## src/rtl/mux4_rr_arb_pkg.sv

```systemverilog
// Shared definitions for the 4-requester round-robin mux arbiter:
// FSM encodings, requester count, default hold limit and a one-hot helper.
package mux4_rr_arb_pkg;

  localparam int unsigned NUM_REQ      = 4;
  localparam int unsigned MAX_HOLD_DEF = 16;

  localparam logic [0:0] ARB_IDLE = 1'b0;
  localparam logic [0:0] ARB_BUSY = 1'b1;

  function automatic logic [NUM_REQ-1:0] onehot4(input logic [1:0] idx);
    logic [NUM_REQ-1:0] oh;
    oh = 4'b0000;
    oh[idx] = 1'b1;
    return oh;
  endfunction

endpackage

```

## src/rtl/mux4_rr_arb_rr_pick4.sv

```systemverilog
// Combinational round-robin picker: first set bit of (req & ~excl)
// scanning ptr+1, ptr+2, ptr+3, ptr (mod 4).
module rr_pick4
  import mux4_rr_arb_pkg::*;
(
  input  logic [NUM_REQ-1:0] req,
  input  logic [1:0]         ptr,
  input  logic [NUM_REQ-1:0] excl,
  output logic [1:0]         win,
  output logic               any
);

  logic [NUM_REQ-1:0] cand;
  logic [1:0]         idx;

  // Scanning from the farthest slot down leaves the nearest candidate in win.
  always_comb begin
    cand = req & ~excl;
    win  = 2'd0;
    any  = 1'b0;
    idx  = 2'd0;
    for (int k = 4; k >= 1; k--) begin
      idx = ptr + 2'(k);
      if (cand[idx]) begin
        win = idx;
        any = 1'b1;
      end else begin
        win = win;
      end
    end
  end

endmodule

```

## src/rtl/mux4_rr_arb.sv

```systemverilog
// Round-robin arbiter and registered 4:1 data mux for four requesters.
// Optional per-owner hold limit enabled by defining MUX4_ARB_TIMEOUT_EN.
module mux4_rr_arb
  import mux4_rr_arb_pkg::*;
#(
  parameter int unsigned DW       = 2,
  parameter int unsigned MAX_HOLD = MAX_HOLD_DEF
) (
  input  logic               clk,
  input  logic               rst_n,
  input  logic [NUM_REQ-1:0] req,
  input  logic [DW-1:0]      p0,
  input  logic [DW-1:0]      p1,
  input  logic [DW-1:0]      p2,
  input  logic [DW-1:0]      p3,
  output logic [NUM_REQ-1:0] gnt,
  output logic [1:0]         sel,
  output logic [DW-1:0]      sout,
  output logic               sout_vld
);

  if (MAX_HOLD < 2 || MAX_HOLD > 255) begin : g_bad_max_hold
    $error("MAX_HOLD must be within 2..255");
  end

  logic [0:0]         state_q, state_d;
  logic [1:0]         ptr_q, ptr_d;
  logic [NUM_REQ-1:0] gnt_q, gnt_d;
  logic [1:0]         sel_q, sel_d;
  logic [DW-1:0]      sout_q, sout_d;
  logic               sout_vld_q, sout_vld_d;
  logic [NUM_REQ-1:0] excl;
  logic [1:0]         win;
  logic               any;
  logic               grant_new;

`ifdef MUX4_ARB_TIMEOUT_EN
  localparam logic [7:0] HOLD_LAST = 8'(MAX_HOLD - 1);
  logic [7:0] hold_cnt_q, hold_cnt_d;
  logic       hold_expired;
  assign hold_expired = (state_q == ARB_BUSY) && req[sel_q] && (hold_cnt_q == HOLD_LAST);
`endif

  rr_pick4 u_pick (
    .req  (req),
    .ptr  (ptr_q),
    .excl (excl),
    .win  (win),
    .any  (any)
  );

  // Grant FSM: hold, hand over without a bubble, or fall back to idle.
  always_comb begin
    state_d   = state_q;
    ptr_d     = ptr_q;
    gnt_d     = gnt_q;
    sel_d     = sel_q;
    grant_new = 1'b0;
`ifdef MUX4_ARB_TIMEOUT_EN
    excl = hold_expired ? onehot4(sel_q) : 4'b0000;
`else
    excl = 4'b0000;
`endif
    case (state_q)
      ARB_IDLE: begin
        if (any) begin
          grant_new = 1'b1;
        end else begin
          gnt_d = 4'b0000;
        end
      end
      ARB_BUSY: begin
        if (req[sel_q]) begin
`ifdef MUX4_ARB_TIMEOUT_EN
          // At the limit, any here means a requester other than the owner.
          if (hold_expired && any) begin
            grant_new = 1'b1;
          end else begin
            grant_new = 1'b0;
          end
`else
          grant_new = 1'b0;
`endif
        end else if (any) begin
          grant_new = 1'b1;
        end else begin
          gnt_d   = 4'b0000;
          state_d = ARB_IDLE;
        end
      end
      default: begin
        gnt_d   = 4'b0000;
        state_d = ARB_IDLE;
      end
    endcase
    if (grant_new) begin
      gnt_d   = onehot4(win);
      sel_d   = win;
      ptr_d   = win;
      state_d = ARB_BUSY;
    end else begin
      ptr_d = ptr_d;
    end
  end

`ifdef MUX4_ARB_TIMEOUT_EN
  // Hold counter: cleared on each new grant, saturates at the limit.
  always_comb begin
    if (grant_new || state_d != ARB_BUSY) begin
      hold_cnt_d = 8'd0;
    end else if (hold_cnt_q < HOLD_LAST) begin
      hold_cnt_d = hold_cnt_q + 8'd1;
    end else begin
      hold_cnt_d = hold_cnt_q;
    end
  end

  // Hold counter register.
  always_ff @(posedge clk or negedge rst_n) begin
    if (!rst_n) begin
      hold_cnt_q <= 8'd0;
    end else begin
      hold_cnt_q <= hold_cnt_d;
    end
  end
`endif

  // Output data path samples the granted input one cycle after the grant.
  always_comb begin
    sout_vld_d = |gnt_q;
    if (|gnt_q) begin
      case (sel_q)
        2'd0:    sout_d = p0;
        2'd1:    sout_d = p1;
        2'd2:    sout_d = p2;
        2'd3:    sout_d = p3;
        default: sout_d = sout_q;
      endcase
    end else begin
      sout_d = sout_q;
    end
  end

  // ptr resets to 3 so requester 0 wins first.
  always_ff @(posedge clk or negedge rst_n) begin
    if (!rst_n) begin
      state_q    <= ARB_IDLE;
      ptr_q      <= 2'd3;
      gnt_q      <= 4'b0000;
      sel_q      <= 2'd0;
      sout_q     <= '0;
      sout_vld_q <= 1'b0;
    end else begin
      state_q    <= state_d;
      ptr_q      <= ptr_d;
      gnt_q      <= gnt_d;
      sel_q      <= sel_d;
      sout_q     <= sout_d;
      sout_vld_q <= sout_vld_d;
    end
  end

  assign gnt      = gnt_q;
  assign sel      = sel_q;
  assign sout     = sout_q;
  assign sout_vld = sout_vld_q;

endmodule
```

## config.mk

```make
export PLATFORM = sky130hd
export DESIGN_NAME = mux4_rr_arb
export DESIGN_NICKNAME = d
export VERILOG_FILES = /design/src/rtl/mux4_rr_arb_pkg.sv /design/src/rtl/mux4_rr_arb_rr_pick4.sv /design/src/rtl/mux4_rr_arb.sv
export SDC_FILE = /design/constraint.sdc
export NUM_CORES = 1
export LEC_CHECK = 0
export CAP_MARGIN = 20
export CORE_MARGIN = 2
export CORE_UTILIZATION = 41
export CTS_BUF_LIST = sky130_fd_sc_hd__clkbuf_8 sky130_fd_sc_hd__clkbuf_16
export CTS_CLUSTER_SIZE = 30
export DETAILED_ROUTE_END_ITERATION = 6
export PLACE_DENSITY = 0.8
export SLEW_MARGIN = 10
export SYNTH_ARGS = -nofsm -noshare
export SYNTH_HDL_FRONTEND = slang
export SYNTH_HIERARCHICAL = 1
export SYNTH_SLANG_ARGS = --single-unit
```

## constraint.sdc

```tcl
create_clock -name clk -period 1.38 [get_ports clk]
set_input_delay 0.207 -clock clk [delete_from_list [all_inputs] [get_ports clk]]
set_output_delay 0.207 -clock clk [all_outputs]
set_load 0.02 [all_outputs]
```

==> impl_metrics.yaml <==
die:
  num_io_pins: 23
  rows: 15
  fp.dieH_um: 47.64
  dieArea_mm2: 0.002269
  start_util_pct: 44.26
  chipWidth_um: 47.64
  coreArea_mm2: 0.001764
critical_path:
  end_kind: "register"
  crit_arrival_ns: 1.59
  critPathMaxStageDelay_ns: 0.59
  slowest_stage: "dfstp_2"
  critPathMaxFanout: 5
  path_cells: "nor2_4 > o21ai_2 > o211ai_2 > and3_1 > mux2_4"
  start_kind: "register"
  worstSetupPathType: "reg2reg"
  crit_required_ns: 1.51
  reg2reg_setup_slack_ns: -0.08
clock_network:
  cts_tree: "yes"
  hold_buffers: 0
  numCtsBuffers: 3
  clk_pin_slew_ns: 0.05
  cts-root-buf: "clkbuf_8"
  htreeDepth: 1
  cts_sinks: 12
  clockBufferDepth: 2
  insertion_delay_ns: 0.24
detailed_routing:
  firstDrtPassIters: 2
  wl_per_cell_um: 12.84
  drt_wl_total_mm: 1.657
  drtIter0Drc: 9
  vias: 631
  via_per_inst: 4.891
  drtAntennaViolNets: 0
  drc: 0
synthesis:
  async_flop_share_pct: 100.0
  netlist_instances: 64
  synth.cells.most_frequent: "dfrtp_1, nand2_1, mux2_4"
  synth_top_area_cell: "dfrtp_1"
  synth_most_common_cell: "dfrtp_1"
  ys_warn_count: 6
  synth.distinct_cells: 36
  synth.area.top_cells: "dfrtp_1, mux2_4, dfstp_2"
  ys_seq_area_share_pct: 38.78
  synth_flop_cell: "dfrtp_1"
  synth_edf_count: 0
  ys_seq_elements: 12
  syn_area_um2: 780.7
  syn_avg_cell_area_um2: 12.20
  yosysTopAreaCellShare_pct: 32.05
sta:
  rsz0062_at_grt: "yes"
  finClkSkew_ns: 0.0009836
  worstMarginPinSlew_ns: 0.5158
  min_period_ns: 1.464
  hold_viol_final: 0
  fmax_mhz: 682.9
  setup_viol: 6
  worst_slack_ns: -0.08429
  setup-tns-final_ns: -0.2425
  min_period_over_period_pct: 106.1
  slew_headroom_pct: 65.50
  slew_viol_final: 0
global_routing:
  gr-total-overflow: 0
  grt_pass1_vias: 596
  grt_pass1_wl_mm: 2.573
  antenna_found_initial: 0
  grt_max_degree: 13
  track_usage_pct: 16.85
placed_design:
  globalplace.congestion: 0.7611
  place_area_mm2: 0.001130
  hpwl_mm: 1.319
  port_buffers: 22
layout:
  num-fill-cells: 136
  syn_to_final_growth_pct: 57.37
  drive_gt1_share_pct: 44.23
  finalNetCount: 119
  final_area_mm2: 0.001229
  fin_util_pct: 69.65
  diodes: 0
pwr:
  p_comb_share_pct: 54.2
  internal_power_mw: 1.525
  p_per_area_mw_per_mm2: 1969
  p_leak_nw: 0.5681
  ir_worst_vdd_uv: 889.7
  p_seq_share_pct: 29.8
  sw_frac_of_total_pct: 36.98
  p_clk_share_pct: 15.9
  p_sw_uw: 894.7
job:
  maxCapViolations: 0
worst_hold_path:
  min_path_type: "in2async"
status:
  status: "finished, violations left"
  violations: "negative setup slack"
-- flip-flops by register name, summed over array words and instances (netlist names) --
register	flops
sout_vld	1
sout	2
sel	2
state_q	1
ptr_q	2
gnt	4
-- stage by stage --
stage	total power [mW]	std cells	hold slack, ns	setup WS (ns)
after global placement	2.006	125	0.4889	-0.3992
final	2.419	129	0.3101	-0.08429
after global routing	2.565	129	0.3596	-0.1455
after detailed placement	2.044	125	0.4983	-0.4558
after CTS	2.394	129	0.3229	-0.09037
after floorplan	1.530	68	-0.08859	-0.09612
-- worst paths after layout --
check | startpoint | end | cells after the start
worst min register to register | sout[1]$_DFFE_PN0P_ | sout[1]$_DFFE_PN0P_ | 1
max in group asynchronous | rst_n | sel[1]$_DFFE_PN0P_ | 1
worst max-delay path | ptr_q[0]$_DFFE_PN1P_ | gnt[3]$_DFFE_PN0P_ | 5
worst max register to register | ptr_q[0]$_DFFE_PN1P_ | gnt[3]$_DFFE_PN0P_ | 5
worst min-delay path | rst_n | sout[1]$_DFFE_PN0P_ | 1
min in group clk | sout[1]$_DFFE_PN0P_ | sout[1]$_DFFE_PN0P_ | 1
-- layout make-up --
cell class              instances  area, um2  share of cell area [%]
multi-input cells              52      526.8                   42.87
flip-flops and latches         12      305.3                   24.85
repair buffers                 33      299.0                   24.34
clock buffers                   4      55.05                   4.481
well taps                      25      31.28                   2.546
inverters                       3      11.26                  0.9165
-- critical path: cells and delay by family (launching register included) --
| family | cells | cell delay [ns] |
|---|---|---|
| DFF | 1 | 0.59 |
| and+or+nand+nor | 2 | 0.26 |
| muxes | 1 | 0.26 |
| AOI/OAI and AO/OA | 2 | 0.25 |
-- cell usage in the layout (no fill, tap or decap), types with 3 or more instances in the layout --
| cell type | instances |
|---|---|
| mux2_4 | 4 |
| dfrtp_1 | 8 |
| nand2_1 | 5 |
| inv_1 | 3 |
| clkdlybuf4s50_1 | 9 |
| clkbuf_8 | 4 |
| buf_4 | 10 |
| nand2b_4 | 3 |
| conb_1 | 5 |
| dlygate4sd2_1 | 10 |
-- cells by family (layout without fill, tap and decap cells) --
kind of cell | after synthesis | count (layout) | share of synthesized area (%)
buf+inv | 4 | 40 | 2.884
mux | 11 | 11 | 24.04
compound gates | 13 | 13 | 15.38
other cells | 1 | 5 | 0.4803
flops | 12 | 12 | 38.78
simple gates | 23 | 23 | 18.43
-- per-layer routing --
metal	global-route usage [%]	share of wire, %	wire length [um]
met3	2.264	4.8	79
met4	8.108	1.1	19
met5	0	0	0
met2	29.73	52	865
met1	20.09	42	692
-- power groups by stage --
stage	sequential, mW	clock, mW	combinational [mW]
after floorplan	0.822	0	0.708
after global placement	0.711	0	1.30
after detailed placement	0.712	0	1.33
after CTS	0.710	0.395	1.29
after global routing	0.747	0.406	1.41
final	0.722	0.385	1.31
-- timing repair --
action                                  in CTS  in global routing
pin swaps                                    6                  6
gates cloned                                 0                  0
gates resized for setup                     19                  9
setup buffers                                0                  0
endpoints found under the setup margin      17                 12
Note: power is estimated with default switching activity, not from simulation.
